File: config.mk
export PLATFORM = sky130hd
export DESIGN_NAME = ctrl_seq_flat
export DESIGN_NICKNAME = d
export VERILOG_FILES = /design/src/rtl/ctrl_seq_pkg.sv /design/src/rtl/ctrl_seq_if.sv /design/src/rtl/ctrl_seq_istore.sv /design/src/rtl/ctrl_seq.sv /design/src/flat_wrapper.sv
export SDC_FILE = /design/constraint.sdc
export NUM_CORES = 1
export LEC_CHECK = 0
export ABC_CLOCK_PERIOD_IN_PS = 2600
export CAP_MARGIN = 25
export CORE_AREA = 2 2 149 151
export CTS_CLUSTER_SIZE = 25
export DETAILED_ROUTE_END_ITERATION = 10
export DIE_AREA = 0 0 151 153
export DONT_BUFFER_PORTS = 1
export PLACE_DENSITY = 0.7
export SLEW_MARGIN = 10
export SYNTH_ARGS = -nofsm -noshare
export SYNTH_HDL_FRONTEND = slang
export SYNTH_HIERARCHICAL = 1
export SYNTH_SLANG_ARGS = --single-unit
File: constraint.sdc
create_clock -name clk -period 2.6 [get_ports clk]
set_input_delay 0.52 -clock clk [delete_from_list [all_inputs] [get_ports clk]]
set_output_delay 0.52 -clock clk [all_outputs]
set_load 0.02 [all_outputs]
File: src/rtl/ctrl_seq_pkg.sv
// rtl/ctrl_seq_pkg.sv - shared state encoding and instruction layout helpers for ctrl_seq
package ctrl_seq_pkg;

    typedef enum logic [2:0] {
        S_IDLE  = 3'd0,
        S_FETCH = 3'd1,
        S_MAC   = 3'd2,
        S_STORE = 3'd3,
        S_OUT   = 3'd4
    } state_t;

    function automatic int ch_width(input int num_ch);
        return (num_ch > 1) ? $clog2(num_ch) : 1;
    endfunction

    function automatic int instr_width(input int len_w, input int da_w, input int rf_w);
        return 1 + len_w + 2 * da_w + rf_w;
    endfunction

    // Instruction fields from LSB upward: rd, coef_base, data_base, len, last
    function automatic int coef_lsb(input int rf_w);
        return rf_w;
    endfunction

    function automatic int data_lsb(input int da_w, input int rf_w);
        return rf_w + da_w;
    endfunction

    function automatic int len_lsb(input int da_w, input int rf_w);
        return rf_w + 2 * da_w;
    endfunction

    function automatic int last_bit(input int len_w, input int da_w, input int rf_w);
        return rf_w + 2 * da_w + len_w;
    endfunction

endpackage

File: src/rtl/ctrl_seq_if.sv
// rtl/ctrl_seq_if.sv - frame handshake, result handshake and datapath strobe bundle
interface ctrl_seq_if #(
    parameter int CH_W        = 1,
    parameter int DATA_ADDR_W = 4,
    parameter int RF_ADDR_W   = 3
);
    logic                        in_valid;
    logic                        in_ready;
    logic                        out_valid;
    logic                        out_ready;
    logic [CH_W-1:0]             out_ch;
    logic                        data_en;
    logic [CH_W+DATA_ADDR_W-1:0] data_addr;
    logic [DATA_ADDR_W-1:0]      coef_addr;
    logic                        mac_first;
    logic                        mac_last;
    logic                        rf_we;
    logic [RF_ADDR_W-1:0]        ard;

    modport master (
        input  in_valid, out_ready,
        output in_ready, out_valid, out_ch, data_en, data_addr, coef_addr,
               mac_first, mac_last, rf_we, ard
    );

    modport slave (
        output in_valid, out_ready,
        input  in_ready, out_valid, out_ch, data_en, data_addr, coef_addr,
               mac_first, mac_last, rf_we, ard
    );
endinterface

File: src/rtl/ctrl_seq_istore.sv
// rtl/ctrl_seq_istore.sv - instruction store: synchronous write, registered read
module ctrl_seq_istore #(
    parameter int  DEPTH = 16,
    parameter int  WIDTH = 16,
    localparam int AW    = $clog2(DEPTH)
) (
    input  logic             clk,
    input  logic             rst,
    input  logic             we,
    input  logic [AW-1:0]    waddr,
    input  logic [WIDTH-1:0] wdata,
    input  logic             re,
    input  logic [AW-1:0]    raddr,
    output logic [WIDTH-1:0] rdata
);
    logic [WIDTH-1:0] mem [DEPTH];
    logic [WIDTH-1:0] rdata_q, rdata_d;

    // Contents survive reset; only the read register is cleared
    always_ff @(posedge clk) begin
        if (we) begin
            mem[waddr] <= wdata;
        end
    end

    always_comb begin
        rdata_d = rdata_q;
        if (re) begin
            rdata_d = mem[raddr];
        end
    end

    always_ff @(posedge clk or negedge rst) begin
        if (!rst) begin
            rdata_q <= '0;
        end else begin
            rdata_q <= rdata_d;
        end
    end

    assign rdata = rdata_q;
endmodule

File: src/rtl/ctrl_seq.sv
// rtl/ctrl_seq.sv - programmable multi-channel MAC sequencer for the rate converter datapath
module ctrl_seq
    import ctrl_seq_pkg::*;
#(
    parameter int  NUM_CH      = 2,
    parameter int  INSTR_DEPTH = 16,
    parameter int  LEN_W       = 4,
    parameter int  DATA_ADDR_W = 4,
    parameter int  RF_ADDR_W   = 3,
    localparam int CH_W        = ch_width(NUM_CH),
    localparam int PC_W        = $clog2(INSTR_DEPTH),
    localparam int INSTR_W     = instr_width(LEN_W, DATA_ADDR_W, RF_ADDR_W)
) (
    input  logic               clk,
    input  logic               rst,
    input  logic               en,
    input  logic               prog,
    input  logic               prog_we,
    input  logic [PC_W-1:0]    prog_addr,
    input  logic [INSTR_W-1:0] prog_data,
    output logic               busy,
    output logic [PC_W-1:0]    pc,
    output logic               err,
    ctrl_seq_if.master         bus
);
    localparam int COEF_LSB = coef_lsb(RF_ADDR_W);
    localparam int DATA_LSB = data_lsb(DATA_ADDR_W, RF_ADDR_W);
    localparam int LEN_LSB  = len_lsb(DATA_ADDR_W, RF_ADDR_W);
    localparam int LAST_BIT = last_bit(LEN_W, DATA_ADDR_W, RF_ADDR_W);

    state_t           state_q, state_d;
    logic [PC_W-1:0]  pc_q, pc_d;
    logic [CH_W-1:0]  ch_q, ch_d;
    logic [LEN_W-1:0] k_q, k_d;
    logic             err_q, err_d;

    logic [INSTR_W-1:0]     instr;
    logic                   istore_we;
    logic                   istore_re;
    logic                   instr_last;
    logic [LEN_W-1:0]       instr_len;
    logic [DATA_ADDR_W-1:0] instr_dbase;
    logic [DATA_ADDR_W-1:0] instr_cbase;
    logic [RF_ADDR_W-1:0]   instr_rd;
    logic [DATA_ADDR_W-1:0] k_ext;
    logic [DATA_ADDR_W-1:0] data_off;
    logic [DATA_ADDR_W-1:0] coef_off;
    logic                   tap_last;
    logic                   in_mac;
    logic                   in_store;
    logic                   in_out;
    logic                   data_en;

    assign istore_we = prog & prog_we;
    assign istore_re = en & ~prog & (state_q == S_FETCH);

    ctrl_seq_istore #(
        .DEPTH (INSTR_DEPTH),
        .WIDTH (INSTR_W)
    ) u_istore (
        .clk   (clk),
        .rst   (rst),
        .we    (istore_we),
        .waddr (prog_addr),
        .wdata (prog_data),
        .re    (istore_re),
        .raddr (pc_q),
        .rdata (instr)
    );

    assign instr_last  = instr[LAST_BIT];
    assign instr_len   = instr[LEN_LSB +: LEN_W];
    assign instr_dbase = instr[DATA_LSB +: DATA_ADDR_W];
    assign instr_cbase = instr[COEF_LSB +: DATA_ADDR_W];
    assign instr_rd    = instr[0 +: RF_ADDR_W];

    // Address adders wrap modulo the per-channel window
    assign k_ext    = DATA_ADDR_W'(k_q);
    assign data_off = instr_dbase + k_ext;
    assign coef_off = instr_cbase + k_ext;
    assign tap_last = (k_q == instr_len);

    always_comb begin
        state_d = state_q;
        pc_d    = pc_q;
        ch_d    = ch_q;
        k_d     = k_q;
        err_d   = err_q;
        if (prog) begin
            state_d = S_IDLE;
            pc_d    = '0;
            ch_d    = '0;
            k_d     = '0;
            err_d   = 1'b0;
        end else if (en) begin
            case (state_q)
                S_IDLE: begin
                    if (bus.in_valid) begin
                        pc_d    = '0;
                        ch_d    = '0;
                        state_d = S_FETCH;
                    end
                end
                S_FETCH: begin
                    k_d     = '0;
                    state_d = S_MAC;
                end
                S_MAC: begin
                    if (tap_last) begin
                        state_d = S_STORE;
                    end else begin
                        k_d = k_q + LEN_W'(1);
                    end
                end
                S_STORE: begin
                    if (instr_last) begin
                        state_d = S_OUT;
                    end else if (pc_q == PC_W'(INSTR_DEPTH - 1)) begin
                        err_d   = 1'b1;
                        state_d = S_OUT;
                    end else begin
                        pc_d    = pc_q + PC_W'(1);
                        state_d = S_FETCH;
                    end
                end
                S_OUT: begin
                    if (bus.out_ready) begin
                        if (ch_q == CH_W'(NUM_CH - 1)) begin
                            state_d = S_IDLE;
                        end else begin
                            ch_d    = ch_q + CH_W'(1);
                            pc_d    = '0;
                            state_d = S_FETCH;
                        end
                    end
                end
                default: state_d = S_IDLE;
            endcase
        end
    end

    always_ff @(posedge clk or negedge rst) begin
        if (!rst) begin
            state_q <= S_IDLE;
            pc_q    <= '0;
            ch_q    <= '0;
            k_q     <= '0;
            err_q   <= 1'b0;
        end else begin
            state_q <= state_d;
            pc_q    <= pc_d;
            ch_q    <= ch_d;
            k_q     <= k_d;
            err_q   <= err_d;
        end
    end

    assign in_mac   = (state_q == S_MAC);
    assign in_store = (state_q == S_STORE);
    assign in_out   = (state_q == S_OUT);
    assign data_en  = en & in_mac;

    // in_ready is held low while reset is asserted so every output reads 0 in reset
    assign bus.in_ready  = rst & en & ~prog & (state_q == S_IDLE);
    assign bus.data_en   = data_en;
    assign bus.data_addr = in_mac ? {ch_q, data_off} : '0;
    assign bus.coef_addr = in_mac ? coef_off : '0;
    assign bus.mac_first = data_en & (k_q == '0);
    assign bus.mac_last  = data_en & tap_last;
    assign bus.rf_we     = en & in_store;
    assign bus.ard       = in_store ? instr_rd : '0;
    assign bus.out_valid = in_out;
    assign bus.out_ch    = in_out ? ch_q : '0;

    assign busy = (state_q != S_IDLE);
    assign pc   = pc_q;
    assign err  = err_q;
endmodule

File: src/flat_wrapper.sv
// flat-port wrapper written by rule: the top's interface ports become plain ports
module ctrl_seq_flat import ctrl_seq_pkg::*;
#(
    parameter int  NUM_CH      = 2,
    parameter int  INSTR_DEPTH = 16,
    parameter int  LEN_W       = 4,
    parameter int  DATA_ADDR_W = 4,
    parameter int  RF_ADDR_W   = 3,
    localparam int CH_W        = ch_width(NUM_CH),
    localparam int PC_W        = $clog2(INSTR_DEPTH),
    localparam int INSTR_W     = instr_width(LEN_W, DATA_ADDR_W, RF_ADDR_W)
)
  (clk, rst, en, prog, prog_we, prog_addr, prog_data, busy, pc, err, bus_in_valid, bus_out_ready, bus_in_ready, bus_out_valid, bus_out_ch, bus_data_en, bus_data_addr, bus_coef_addr, bus_mac_first, bus_mac_last, bus_rf_we, bus_ard);
  ctrl_seq_if #(.CH_W(1), .DATA_ADDR_W(DATA_ADDR_W), .RF_ADDR_W(RF_ADDR_W)) bus_i ();
  input  logic clk;
  input  logic rst;
  input  logic en;
  input  logic prog;
  input  logic prog_we;
  input  logic [PC_W-1:0] prog_addr;
  input  logic [INSTR_W-1:0] prog_data;
  output logic busy;
  output logic [PC_W-1:0] pc;
  output logic err;
  input wire logic [$bits(bus_i.in_valid)-1:0] bus_in_valid;
  input wire logic [$bits(bus_i.out_ready)-1:0] bus_out_ready;
  output wire logic [$bits(bus_i.in_ready)-1:0] bus_in_ready;
  output wire logic [$bits(bus_i.out_valid)-1:0] bus_out_valid;
  output wire logic [$bits(bus_i.out_ch)-1:0] bus_out_ch;
  output wire logic [$bits(bus_i.data_en)-1:0] bus_data_en;
  output wire logic [$bits(bus_i.data_addr)-1:0] bus_data_addr;
  output wire logic [$bits(bus_i.coef_addr)-1:0] bus_coef_addr;
  output wire logic [$bits(bus_i.mac_first)-1:0] bus_mac_first;
  output wire logic [$bits(bus_i.mac_last)-1:0] bus_mac_last;
  output wire logic [$bits(bus_i.rf_we)-1:0] bus_rf_we;
  output wire logic [$bits(bus_i.ard)-1:0] bus_ard;
  assign bus_i.in_valid = bus_in_valid;
  assign bus_i.out_ready = bus_out_ready;
  assign bus_in_ready = bus_i.in_ready;
  assign bus_out_valid = bus_i.out_valid;
  assign bus_out_ch = bus_i.out_ch;
  assign bus_data_en = bus_i.data_en;
  assign bus_data_addr = bus_i.data_addr;
  assign bus_coef_addr = bus_i.coef_addr;
  assign bus_mac_first = bus_i.mac_first;
  assign bus_mac_last = bus_i.mac_last;
  assign bus_rf_we = bus_i.rf_we;
  assign bus_ard = bus_i.ard;
  ctrl_seq #(.NUM_CH(NUM_CH), .INSTR_DEPTH(INSTR_DEPTH), .LEN_W(LEN_W), .DATA_ADDR_W(DATA_ADDR_W), .RF_ADDR_W(RF_ADDR_W)) u_core (.clk(clk), .rst(rst), .en(en), .prog(prog), .prog_we(prog_we), .prog_addr(prog_addr), .prog_data(prog_data), .busy(busy), .pc(pc), .err(err), .bus(bus_i));
endmodule
; Word-level counts from Yosys, hierarchy flattened
; Memory sizes are Yosys's and may differ from the RTL's. A register that Yosys moved wholly into a read port is not among the register bits.
; Cells that the tools add are included.
[word_totals]
ramBits = 256
n_memories = 1
elab_cells = 89
register_bits = 13
out_inout_bits = 25
[classes]
n_bitwise = 11
n_reduce_logical = 15
muxes = 38
add_sub_neg = 5
n_eq_ne = 14
[mem_list]
columns = name, depth, width, read_ports, rd_ports_with_merged_regs, write_ports, line_no
row1 = u_core.u_istore.mem, 16, 16, 1, 1, 1, ctrl_seq_istore.sv:16  ; logic [WIDTH-1:0] mem [DEPTH];
[op_table]
columns = operator, count
row1 = $mux W4, 11
row2 = $mux W3, 8
row3 = $ne A3 B3 Y1 const B, 6
row4 = $pmux W3 S5, 1
row5 = $mux W1, 14
row6 = $pmux W4 S3, 1
row7 = $reduce_and A4 Y1, 3
row8 = $and A1 B1 Y1, 10
row9 = $reduce_bool A3 Y1, 3
row10 = $add A4 B1 Y4 const B, 2
row11 = $add A4 B4 Y4, 2
row12 = $pmux W4 S2, 1
row13 = $reduce_and A7 Y1, 1
row14 = $eq A3 B2 Y1 const B, 2
row15 = $reduce_bool A2 Y1, 3
row16 = $mux W5, 1
row17 = $eq A4 B4 Y1, 1
row18 = $eq A4 B4 Y1 const B, 1
row19 = $logic_not A4 Y1, 1
row20 = $reduce_bool A4 Y1, 1
row21 = $eq A3 B1 Y1 const B, 1
row22 = $eq A3 B3 Y1 const B, 1
row23 = $logic_not A3 Y1, 1
row24 = $ne A3 B2 Y1 const B, 1
row25 = 6 further kinds, 6

; Logic depth before layout (Yosys ltp)
; Gate-level depths: netlist of the first run.
[depth]
word_depth = 6
mapped_depth = 8

; Hierarchy
; The synthesis of the first run kept the hierarchy.
[by_module_without_submodules]
columns = mod, seq_area_each_um2, instances, cells_per_inst, area_per_inst_um2
row1 = ctrl_seq_istore, 8087.8, 1, 452, 10458.8
row2 = ctrl_seq, 325.3, 1, 143, 1208.7

; Worst setup path after synthesis of the first run
; No wires, ideal clock.
[synth_path]
path_kind = input to register
from = input prog
to = memory u_core.u_istore.mem[0][0] (enable)
setup_ps = 409
path_buffers = 1
path_slack_ps = -424
stages = 4
arrival_ps = 2615
required_ps = 2191
path_cell_list = clkbuf_1 > and2_1 > or3b_2 > nor3_1
[synth_via]
elab_chain_len = 3
[synth_lines]
columns = element, line_no
row1 = "start, declared", flat_wrapper.sv:18  ; input logic prog;
row2 = $and A1 B1 Y1, ctrl_seq.sv:54  ; assign istore_we = prog & prog_we;
row3 = via u_core.istore_we, ctrl_seq.sv:38  ; logic istore_we;
row4 = $mux W1, ctrl_seq_istore.sv:21  ; if (we) begin
row5 = $mux W1 (implied by the code), ctrl_seq_istore.sv:22  ; mem[waddr] <= wdata;
row6 = "end, declared", ctrl_seq_istore.sv:16
; The timed path passes the listed nets, and every way through them passes these cells.

; Worst setup path after layout of the first run
[layout_path]
from = register u_core.k_q[0], in the netlist u_core/k_ext[0]
to = output bus_data_addr[2]
[layout_via]
elab_chain_len = 2
[layout_lines]
columns = element, line_no
row1 = "start, declared", ctrl_seq.sv:34  ; logic [LEN_W-1:0] k_q, k_d;
row2 = "start signal, assigned", ctrl_seq.sv:153  ; k_q <= k_d;
row3 = $add A4 B4 Y4, ctrl_seq.sv:79  ; assign data_off = instr_dbase + k_ext;
row4 = $mux W5, ctrl_seq.sv:166  ; assign bus.data_addr = in_mac ? {ch_q, data_off} : '0;
row5 = "end, declared", flat_wrapper.sv:31  ; output wire logic [$bits(bus_i.data_addr)-1:0] bus_data_addr;
; No other way between the ends.

==> summary.txt, run 1 <==
Run status
  • Status: finished, final reports clean

STA
  • Max frequency: 399 MHz
  • Setup TNS Final: 0 ns
  • Slew @ Worst Pin: 0.497 ns
  • Final hold vios: 0
  • Final setup fails: 0
  • Slew Viols, Final: 0
  • Relative slew slack: 0.659
  • Clk_skew: 0.00795 ns
  • RSZ-0062 raised after global routing: no
  • Tmin final: 2.50 ns
  • Final period utilization: 0.963

Synthesis
  • Mapped Area: 0.0117 sq mm
  • Sequential area share after synthesis: 0.721
  • Largest area contributor in the netlist: edfxtp_1
  • Asr flop ratio synth: 0.102
  • Count leader, synth: edfxtp_1
  • Mean Syn Cell Area: 19.6 sq um
  • Cells after Synth: 595
  • Synthesized Nets: 633
  • Synth warn: 6
  • Share of the synthesized area in the top cell type: 0.659
  • Synth top cells by count: edfxtp_1 (256), mux4_2 (56), nor2_1 (41)
  • #FFs+latches synth: 285
  • Largest cells by area after synthesis: edfxtp_1 (66%), mux4_2 (11%), dfrtp_1 (6.2%)
  • Top_reg_cell synth: edfxtp_1
  • Post-synth EDFFs: 256
  • Yosys cell types: 54

Die
  • Die height: 153 microns
  • Die width: 151 microns
  • Top-Level Pins: 52
  • CORE AREA: 0.0215 sq mm
  • Starting Density: 0.543
  • Die ar.: 0.0231 sq mm
  • Rows: 54

Placed design
  • DP Wirelength: 15.8 mm
  • Area after DPL: 0.0121 sq mm
  • IO Port Bufs: 0
  • GP Congestion: 0.815

Worst setup path
  • Crit Path Class: reg -> out
  • CP max stage cell: dfrtp_2
  • Reg2Reg Setup Slack: 0.44 ns
  • Reg-to-Reg Start: u_core/pc[2]
  • Worst EP required: 2.08 ns
  • Critical Path Fanout Max: 6
  • Critical Path AT: 1.98 ns
  • WP buf/inv: 1
  • Worst Setup End Kind: output port
  • Critical path cell sequence: ha_1 > inv_1 > fa_1 > xor2_1 > nor2_2
  • R2R Path End: u_core/pc[2]
  • Worst R2R Path Depth: 5
  • Startpoint types: flop
  • CP max stage delay: 0.42 ns
  • Delay-heaviest family, CP: adder cells

Flow run
  • # Max-Cap Violations: 0

Routing
  • Post-Route WL: 24.3 mm
  • DRC violations left: 0
  • ANT nets after route: 0
  • Pre-antenna DRT Iters: 5
  • DR iter-0 viols: 499
  • Avg WL per Cell: 25.8 microns
  • Vias per Instance: 6.17
  • Vias post-DR: 5,809

Worst hold path
  • Worst hold path class: in -> reg
  • Hold endpoint: u_core/k_ext[2]
  • Hold Path Stages: 1
  • Worst Min Path Start: prog

Pwr
  • VDD IR max: 0.539 mV
  • LEAKAGE: 4.29 nW
  • Clk pwr share: 0.398
  • NetSw: 1.93 mW
  • Logic pwr share: 0.043
  • Sequential Power Share: 0.559
  • Pwr Density: 717 mW/mm^2
  • Internal cell power: 7.44 mW
  • Switching Share: 0.206

GRT
  • Global Route Usage Sum: 0.216
  • Initial antenna violation count: 0
  • Vias in the first global route: 6,048
  • Largest net degree at the start of global routing: 33
  • First-pass GRT wire length: 36.8 mm
  • Grt ovf: 0

Clock tree
  • Maximum clock path buffer count: 3
  • Clk Latency, worst-skew pair: 0.54 ns
  • H-tree depth: 1
  • CTS buffer count: 29
  • Worst-path clk slew: 0.06 ns
  • Root buf cell: clkbuf_16
  • TritonCTS clock tree: yes
  • Clock sink count: 285

Finish
  • Post-route cell area: 0.0131 sq mm
  • Layout cells sized above 1: 0.282
  • # diodes: 0
  • Area grow syn2layout: 12.0%
  • Filler cell count: 1,502
  • Layout net count: 678
==> worst max-delay path by stage <==
| stage | cells past startpoint | slack [ns] | startpoint | endpoint |
|---|---|---|---|---|
| 4_1_cts | 4 | 0.007 | u_core/k_ext[1] | bus_mac_last |
| 3_5_place_dp | 5 | 0.43 | u_core/pc[2] | u_core/pc[0] |
| 3_3_place_gp | 4 | 0.55 | prog_we | u_core/u_istore/mem[3][13] |
| 6_report | 5 | 0.1 | u_core/k_ext[0] | bus_data_addr[2] |
| 2_1_floorplan | 4 | 0.02 | prog | u_core/u_istore/mem[1][0] |
| 5_1_grt | 5 | 0.01 | u_core/k_ext[0] | bus_data_addr[2] |
==> worst reg2reg max path, cell delays in order, from the launching register on <==
cell and delay (ns):
dfrtp_4 0.64, buf_4 0.34, a31oi_1 0.19, a22o_1 0.26, a21oi_1 0.37, o21ai_0 0.21
==> per-layer routing <==
layer,vias to the layer above,GRT usage,wire [microns]
met5,-,0,0
met3,41,0.0382,2040
met1,2993,0.307,9750
met4,0,0.0596,530
li1,2521,-,-
met2,254,0.351,12000
==> through the flow <==
step                power (mW)  hold WS (ns)  cells   util  setup WS [ns]
detailed placement        5.70         0.226    886  0.565          0.435
global placement          5.68         0.226    886  0.565          0.546
floorplan                 5.58         0.224    595      -         0.0164
global route              9.67        0.0180    942  0.608         0.0115
finish                    9.38        0.0337    942  0.608         0.0951
CTS                       9.43        0.0158    941  0.607        0.00663
==> repair_timing <==
action                                 4_1_cts  5_1_grt
buffers inserted                             0        1
setup endpoints to repair                    5        9
hold buffers                                 2        0
resized for setup                            5        9
endpoints found under the hold margin       29        0
pin swaps                                    0        2
==> state kept, by name, indices dropped and copies added (netlist names) <==
name / flops
u_core/u_istore/mem: 256
u_core/u_istore/rdata: 16
u_core/k_ext: 4
u_core/pc: 4
u_core/state_q: 3
u_core/ch_q: 1
u_core/err: 1
==> cell type report <==
type / instances / area [sq um] / share of cell area
clock buffers: 34 / 744 / 0.0569
clock inverters: 19 / 113 / 0.00861
inverters: 13 / 48.8 / 0.00373
multi-input cells: 264 / 3020 / 0.231
flip-flops and latches: 285 / 8430 / 0.645
well taps: 280 / 350 / 0.0268
repair buffers: 47 / 368 / 0.0281
==> power groups by stage <==
| stage | Clock (mW) | Sequential, mW | Combinational (mW) |
|---|---|---|---|
| finish | 3.74 | 5.24 | 0.404 |
| CTS | 3.80 | 5.24 | 0.400 |
| global route | 3.97 | 5.25 | 0.443 |
| floorplan | 0 | 5.28 | 0.302 |
| global placement | 0 | 5.32 | 0.355 |
| detailed placement | 0 | 5.33 | 0.369 |
==> layout by cell type (no fill, tap or decap), types with 5 or more instances in the layout <==
master,n
dfrtp_1,22
buf_4,45
o22ai_1,18
xor2_1,5
a221oi_2,14
clkbuf_1,5
edfxtp_1,256
dfrtp_2,5
and2_1,11
clkbuf_16,29
inv_1,13
nor2_1,26
xnor2_1,6
mux4_1,8
mux4_2,56
nand2_1,8
nand2b_1,5
nor2_2,15
mux2i_1,20
a21oi_1,5
clkinv_1,12
nand3_1,5
ha_1,9
==> cell families after synthesis <==
| group | Yosys count | share of synthesized area |
|---|---|---|
| muxes | 85 | 0.144 |
| buffers and inverters | 46 | 0.0264 |
| adders and majority gates | 11 | 0.0131 |
| and+or+nand+nor | 97 | 0.0426 |
| DFF | 285 | 0.721 |
| AOI/OAI and AO/OA | 60 | 0.0444 |
| xor gates and xnor gates | 11 | 0.00826 |
No activity file was read; power rests on OpenSTA's default activity.
==> run 2: changes to the inputs <==
--- a/config.mk
+++ b/config.mk
@@ -12,7 +12,7 @@
 export DETAILED_ROUTE_END_ITERATION = 10
 export DIE_AREA = 0 0 151 153
 export DONT_BUFFER_PORTS = 1
-export PLACE_DENSITY = 0.7
+export PLACE_DENSITY = 0.67
 export SLEW_MARGIN = 10
 export SYNTH_ARGS = -nofsm -noshare
 export SYNTH_HDL_FRONTEND = slang
==> run 2 against run 1 <==
Worst setup slack worse by 0.017 ns; critical endpoint is now bus_data_addr[1]; non-clock buffer count is 3 lower; hold slack better by 0.0022 ns.
==> summary.txt, run 2 (same netlist as run 1, synthesis figures left out) <==
Worst setup path
  • Worst setup endpoint: bus_data_addr[1]
  • Crit Path Class: reg -> out
  • Startpoint types: flop
  • Reg2Reg Setup Slack: 0.58 ns
  • Worst Setup End Kind: output port
  • Crit path from: u_core/k_ext[0]
  • Reg-to-Reg Start: u_core/pc[0]
  • Worst R2R Path Depth: 4
  • Critical Path AT: 2.00 ns
  • CP max stage cell: dfrtp_2
  • R2R Path End: u_core/u_istore/rdata[6]
  • Critical Path Fanout Max: 6
  • Critical path cell sequence: ha_1 > inv_1 > fa_1 > nor2_1
  • Worst EP required: 2.08 ns
  • CP max stage delay: 0.45 ns

Routing
  • DR iter-0 viols: 465
  • Pre-antenna DRT Iters: 5
  • DRC violations left: 0
  • Vias per Instance: 6.21
  • Post-Route WL: 24.4 mm
  • Vias post-DR: 5,838
  • Avg WL per Cell: 26.0 microns
  • ANT nets after route: 0

GRT
  • Vias in the first global route: 5,922
  • Global Route Usage Sum: 0.219
  • First-pass GRT wire length: 36.8 mm
  • Largest net degree at the start of global routing: 32
  • Initial antenna violation count: 0
  • Grt ovf: 0

STA
  • Max frequency: 397 MHz
  • Tmin final: 2.52 ns
  • Setup TNS Final: 0 ns
  • Slew @ Worst Pin: 0.519 ns
  • Clk_skew: 0.0115 ns
  • RSZ-0062 raised after global routing: no
  • Final setup fails: 0
  • Relative slew slack: 0.654
  • Final hold vios: 0
  • Final period utilization: 0.970
  • Slew Viols, Final: 0

Finish
  • Post-route cell area: 0.0132 sq mm
  • Commonest non-fill, non-tap cells in the layout: edfxtp_1 (256), mux4_2 (56), buf_4 (36)
  • Max FFs per register: 256
  • Biggest register: u_core/u_istore/mem
  • Fin cells: 940
  • Layout net count: 675
  • Layout cells sized above 1: 0.288
  • Area grow syn2layout: 13.1%
  • Filler cell count: 1,510
  • Commonest non-fill, non-tap cell in the layout: edfxtp_1

Die
  • CORE AREA: 0.0215 sq mm
  • Die height: 153 microns
  • Die ar.: 0.0231 sq mm
  • Die width: 151 microns
  • Top-Level Pins: 52
  • Starting Density: 0.543
  • Rows: 54

Clock tree
  • Clock sink count: 285
  • TritonCTS clock tree: yes
  • Worst-path clk slew: 0.06 ns
  • H-tree depth: 1
  • Root buf cell: clkbuf_16
  • CTS buffer count: 29
  • Clk Latency, worst-skew pair: 0.55 ns
  • Maximum clock path buffer count: 3

Flow run
  • # Max-Cap Violations: 0

Placed design
  • Placed insts: 884
  • IO Port Bufs: 0
  • DP Wirelength: 15.7 mm
  • Area after DPL: 0.0122 sq mm
  • GP Congestion: 0.813

Pwr
  • Sequential Power Share: 0.542
  • Switching Share: 0.205
  • Clk pwr share: 0.416
  • Pwr Density: 731 mW/mm^2
  • NetSw: 1.97 mW
  • VDD IR max: 0.699 mV
  • Logic pwr share: 0.042
  • LEAKAGE: 4.31 nW
  • Internal cell power: 7.67 mW
  • Pwr Total: 9.65 mW

Run status
  • Status: finished, final reports clean

Worst hold path
  • Worst hold path class: in -> reg
==> run 2: how the worst min path moves through the flow <==
| stage | startpoint | endpoint | cells after the start |
|---|---|---|---|
| final | prog | u_core/k_ext[2] | 1 |
| after global routing | prog | u_core/k_ext[2] | 1 |
| after CTS | prog | u_core/k_ext[2] | 1 |
| after detailed placement | rst | u_core/k_ext[3] | 0 |
| after global placement | rst | u_core/k_ext[3] | 0 |
| after floorplan | rst | u_core/ch_q | 0 |
==> run 2: timing repair <==
item	4_1_cts	5_1_grt
gates resized for setup	5	7
setup buffers	0	0
setup endpoints to repair	5	6
hold buffers	2	0
cloned	0	0
endpoints found under the hold margin	29	0
==> run 2: critical path, delay by kind of cell (launching register included) <==
| kind | cells | cell delay [ns] |
|---|---|---|
| buf+inv | 1 | 0.07 |
| fa+ha+maj | 2 | 0.61 |
| flops | 1 | 0.45 |
| simple gates | 1 | 0.33 |
==> run 2: power groups by stage <==
stage,logic (mW),clock network (mW),registers (mW)
5_1_grt,0.450,4.27,5.24
4_1_cts,0.404,4.09,5.23
3_3_place_gp,0.363,0,5.32
6_report,0.410,4.01,5.22
2_1_floorplan,0.302,0,5.28
3_5_place_dp,0.373,0,5.32
==> run 2: area by class of cell <==
| type | count | area (sq um) | area share |
|---|---|---|---|
| tap | 280 | 350 | 0.0266 |
| antenna | 1 | 2.50 | 0.000190 |
| clock buffer | 37 | 756 | 0.0573 |
| timing repair buffer | 44 | 420 | 0.0319 |
| sequential | 285 | 8430 | 0.639 |
| clock inverter | 16 | 168 | 0.0127 |
| inverter | 13 | 48.8 | 0.00370 |
| multi-input combinational | 264 | 3020 | 0.229 |
==> run 2: per-layer routing <==
metal | global-route usage | vias to the layer above | routed length (microns)
li1 | - | 2510 | -
met1 | 0.316 | 3058 | 10100
met2 | 0.355 | 224 | 12200
met3 | 0.0370 | 46 | 1690
met4 | 0.0552 | 0 | 467
met5 | 0 | - | 0
==> run 2: metrics by stage <==
stage,hold slack [ns],setup WS (ns),util
3_3_place_gp,0.225,0.496,0.568
6_report,0.0359,0.0784,0.614
3_5_place_dp,0.225,0.435,0.568
4_1_cts,0.0176,0.00808,0.613
2_1_floorplan,0.224,0.0164,-
5_1_grt,0.0144,0.0110,0.614
==> run 3: changes to the inputs <==
--- a/config.mk
+++ b/config.mk
@@ -8,13 +8,12 @@
 export ABC_CLOCK_PERIOD_IN_PS = 2600
 export CAP_MARGIN = 25
 export CORE_AREA = 2 2 149 151
-export CTS_CLUSTER_SIZE = 25
+export CTS_CLUSTER_SIZE = 24
 export DETAILED_ROUTE_END_ITERATION = 10
 export DIE_AREA = 0 0 151 153
 export DONT_BUFFER_PORTS = 1
-export PLACE_DENSITY = 0.67
+export PLACE_DENSITY = 0.66
 export SLEW_MARGIN = 10
 export SYNTH_ARGS = -nofsm -noshare
 export SYNTH_HDL_FRONTEND = slang
-export SYNTH_HIERARCHICAL = 1
 export SYNTH_SLANG_ARGS = --single-unit
==> run 3 against run 2 <==
Worst setup slack lost 0.012 ns; combinational power grew 140%; clock power grew 6.0%; first-iteration DRC count shrank 16%; non-clock buffer count shrank 10; sequential power grew 2%; critical path depth grew 1; power grew 9.1%; flip-flop and latch count is the same; register-to-register slack lost 0.04 ns; die area is the same; critical endpoint is now bus_data_addr[3].
==> summary.txt, run 3 <==
STA
  • Max frequency: 395 MHz
  • Slew Viols, Final: 0
  • Slew @ Worst Pin: 0.687 ns
  • Relative slew slack: 0.542
  • Clk_skew: 0.0180 ns
  • Final hold vios: 0
  • Final period utilization: 0.975
  • Setup TNS Final: 0 ns
  • Tmin final: 2.53 ns
  • Final setup fails: 0

Pwr
  • Internal cell power: 8.25 mW
  • Pwr Density: 799 mW/mm^2
  • Pwr Total: 10.5 mW
  • Sequential Power Share: 0.504
  • Switching Share: 0.216
  • VDD IR max: 0.622 mV
  • Clk pwr share: 0.404
  • Logic pwr share: 0.092
  • LEAKAGE: 4.28 nW
  • NetSw: 2.27 mW

Synthesis
  • Mapped Area: 0.0116 sq mm
  • Share of the synthesized area in the top cell type: 0.662
  • Synthesized Nets: 639
  • Largest cells by area after synthesis: edfxtp_1 (66%), mux4_2 (12%), dfrtp_1 (6.3%)
  • Synth top cells by count: edfxtp_1 (256), mux4_2 (64), dfrtp_1 (29), nor2_1 (29), mux2i_1 (23)
  • #FFs+latches synth: 285
  • Asr flop ratio synth: 0.102
  • Mean Syn Cell Area: 19.3 sq um
  • Cells after Synth: 601
  • Yosys cell types: 57
  • Top_reg_cell synth: edfxtp_1
  • Synth warn: 0
  • Largest area contributor in the netlist: edfxtp_1
  • Sequential area share after synthesis: 0.725
  • Post-synth EDFFs: 256
  • Count leader, synth: edfxtp_1

Placed design
  • DP Wirelength: 14.4 mm
  • GP Congestion: 0.802
  • IO Port Bufs: 0

Flow run
  • # Max-Cap Violations: 0

Finish
  • Layout net count: 670
  • Area grow syn2layout: 13.5%
  • Biggest register: u_core.u_istore.mem
  • Layout cells sized above 1: 0.283
  • Util after Layout: 0.613
  • Max FFs per register: 256
  • Commonest non-fill, non-tap cells in the layout: edfxtp_1 (256), mux4_2 (64), clkbuf_16 (29)
  • Commonest non-fill, non-tap cell in the layout: edfxtp_1
  • Filler cell count: 1,547
  • # diodes: 0

Clock tree
  • Clock sink count: 285
  • Maximum clock path buffer count: 3
  • CTS buffer count: 28
  • Worst-path clk slew: 0.07 ns
  • Root buf cell: clkbuf_16
  • TritonCTS clock tree: yes
  • Clk Latency, worst-skew pair: 0.54 ns
  • H-tree depth: 1

Die
  • Starting Density: 0.540
  • Die width: 151 microns
  • CORE AREA: 0.0215 sq mm
  • Top-Level Pins: 52
  • Rows: 54
  • Die ar.: 0.0231 sq mm
  • Die height: 153 microns

Routing
  • Post-Route WL: 23.6 mm
  • DRC violations left: 0
  • DR iter-0 viols: 389
  • Vias post-DR: 5,686
  • Avg WL per Cell: 25.3 microns
  • Pre-antenna DRT Iters: 4
  • ANT nets after route: 0
  • Vias per Instance: 6.09

Worst setup path
  • Crit Path Class: reg -> out
  • Worst EP required: 2.08 ns
  • Worst Setup End Kind: output port
  • Critical Path AT: 2.01 ns
  • Startpoint types: flop
  • Critical Path Fanout Max: 8

GRT
  • Initial antenna violation count: 0
  • Global Route Usage Sum: 0.209
  • Grt ovf: 0
  • First-pass GRT wire length: 35.6 mm
  • Vias in the first global route: 5,754
  • Largest net degree at the start of global routing: 41

Run status
  • Status: finished, final reports clean

Worst hold path
  • Worst hold path class: in -> reg
-- run 3: cell count changes after synthesis, sizes merged, moves of 6 or more --
cell     change
a2bb2oi      +6
a22oi        +8
nor2        -12
o22ai       -18
a221oi      -16
nand2       +13
o211ai      +11
nor3         +9
-- run 3: through the flow --
stage | area, sq um | hold WS [ns] | instances | setup WS [ns]
after floorplan | 11600 | 0.224 | 601 | 0.0295
after global placement | 12100 | 0.225 | 876 | 0.519
after detailed placement | 12100 | 0.225 | 876 | 0.455
after CTS | 13100 | 0.0226 | 930 | 0.000201
after global routing | 13200 | 0.0247 | 934 | -0.0302
final | 13200 | 0.0367 | 934 | 0.0662
-- run 3: worst paths after layout --
path / start / endpoint / slack, ns / cells past startpoint
worst min-delay path: prog / u_core.ch_q / 0.04 / 1
worst max-delay path: u_core.k_ext[1] / bus_data_addr[3] / 0.07 / 5
worst max register to register: u_core.pc[0] / u_core.u_istore.rdata[1] / 0.54 / 5
min in group asynchronous: rst / u_core.pc[2] / 0.41 / 2
worst min register to register: u_core.u_istore.rdata[5] / u_core.u_istore.rdata[5] / 0.51 / 2
max in group asynchronous: rst / u_core.k_ext[0] / 1.99 / 2
-- run 3: power groups by stage --
stage          sequential [mW]  combinational [mW]  clock, mW
5_1_grt                   5.33                1.05       4.51
2_1_floorplan             5.31               0.794          0
4_1_cts                   5.31               0.974       4.32
3_5_place_dp              5.41               0.945          0
3_3_place_gp              5.40               0.934          0
6_report                  5.31               0.967       4.25
-- run 3: layout make-up --
class	instances	area, sq um	share of cell area
flip-flops and latches	285	8430	0.640
multi-input cells	272	3030	0.230
clock buffers	32	737	0.0559
well taps	280	350	0.0266
repair buffers	34	345	0.0262
clock inverters	20	245	0.0186
inverters	11	41.3	0.00313
-- run 3: per-layer routing --
layer / global-route usage / part of all wire
met5: 0 / 0
met4: 0.0427 / 0.013
met3: 0.0346 / 0.059
met2: 0.335 / 0.49
met1: 0.311 / 0.44
-- run 3: worst max-delay path: stages (launching register included) --
cell     delay, ns
dfrtp_2       0.46
ha_1          0.33
a21o_1        0.18
a21oi_2       0.16
xnor2_1       0.10
nor2_2        0.24
-- run 3: cells by family (layout without fill, tap and decap cells) --
| logic type | count (synthesis) | in the layout | share of synthesized area |
|---|---|---|---|
| adders and majority gates | 11 | 11 | 0.0132 |
| muxes | 89 | 89 | 0.146 |
| xor gates and xnor gates | 11 | 11 | 0.00830 |
| DFF | 285 | 285 | 0.725 |
| and+or+nand+nor | 101 | 101 | 0.0473 |
| buffers and inverters | 44 | 97 | 0.0201 |
| AOI/OAI and AO/OA | 60 | 60 | 0.0401 |
-- run 3: repair_timing --
item                                    in CTS  in global routing
endpoints found under the setup margin       6                  8
hold buffers                                 2                  0
setup buffers                                0                  4
resized for setup                            7                  7
pin swaps                                    0                  1
endpoints found under the hold margin       29                  0
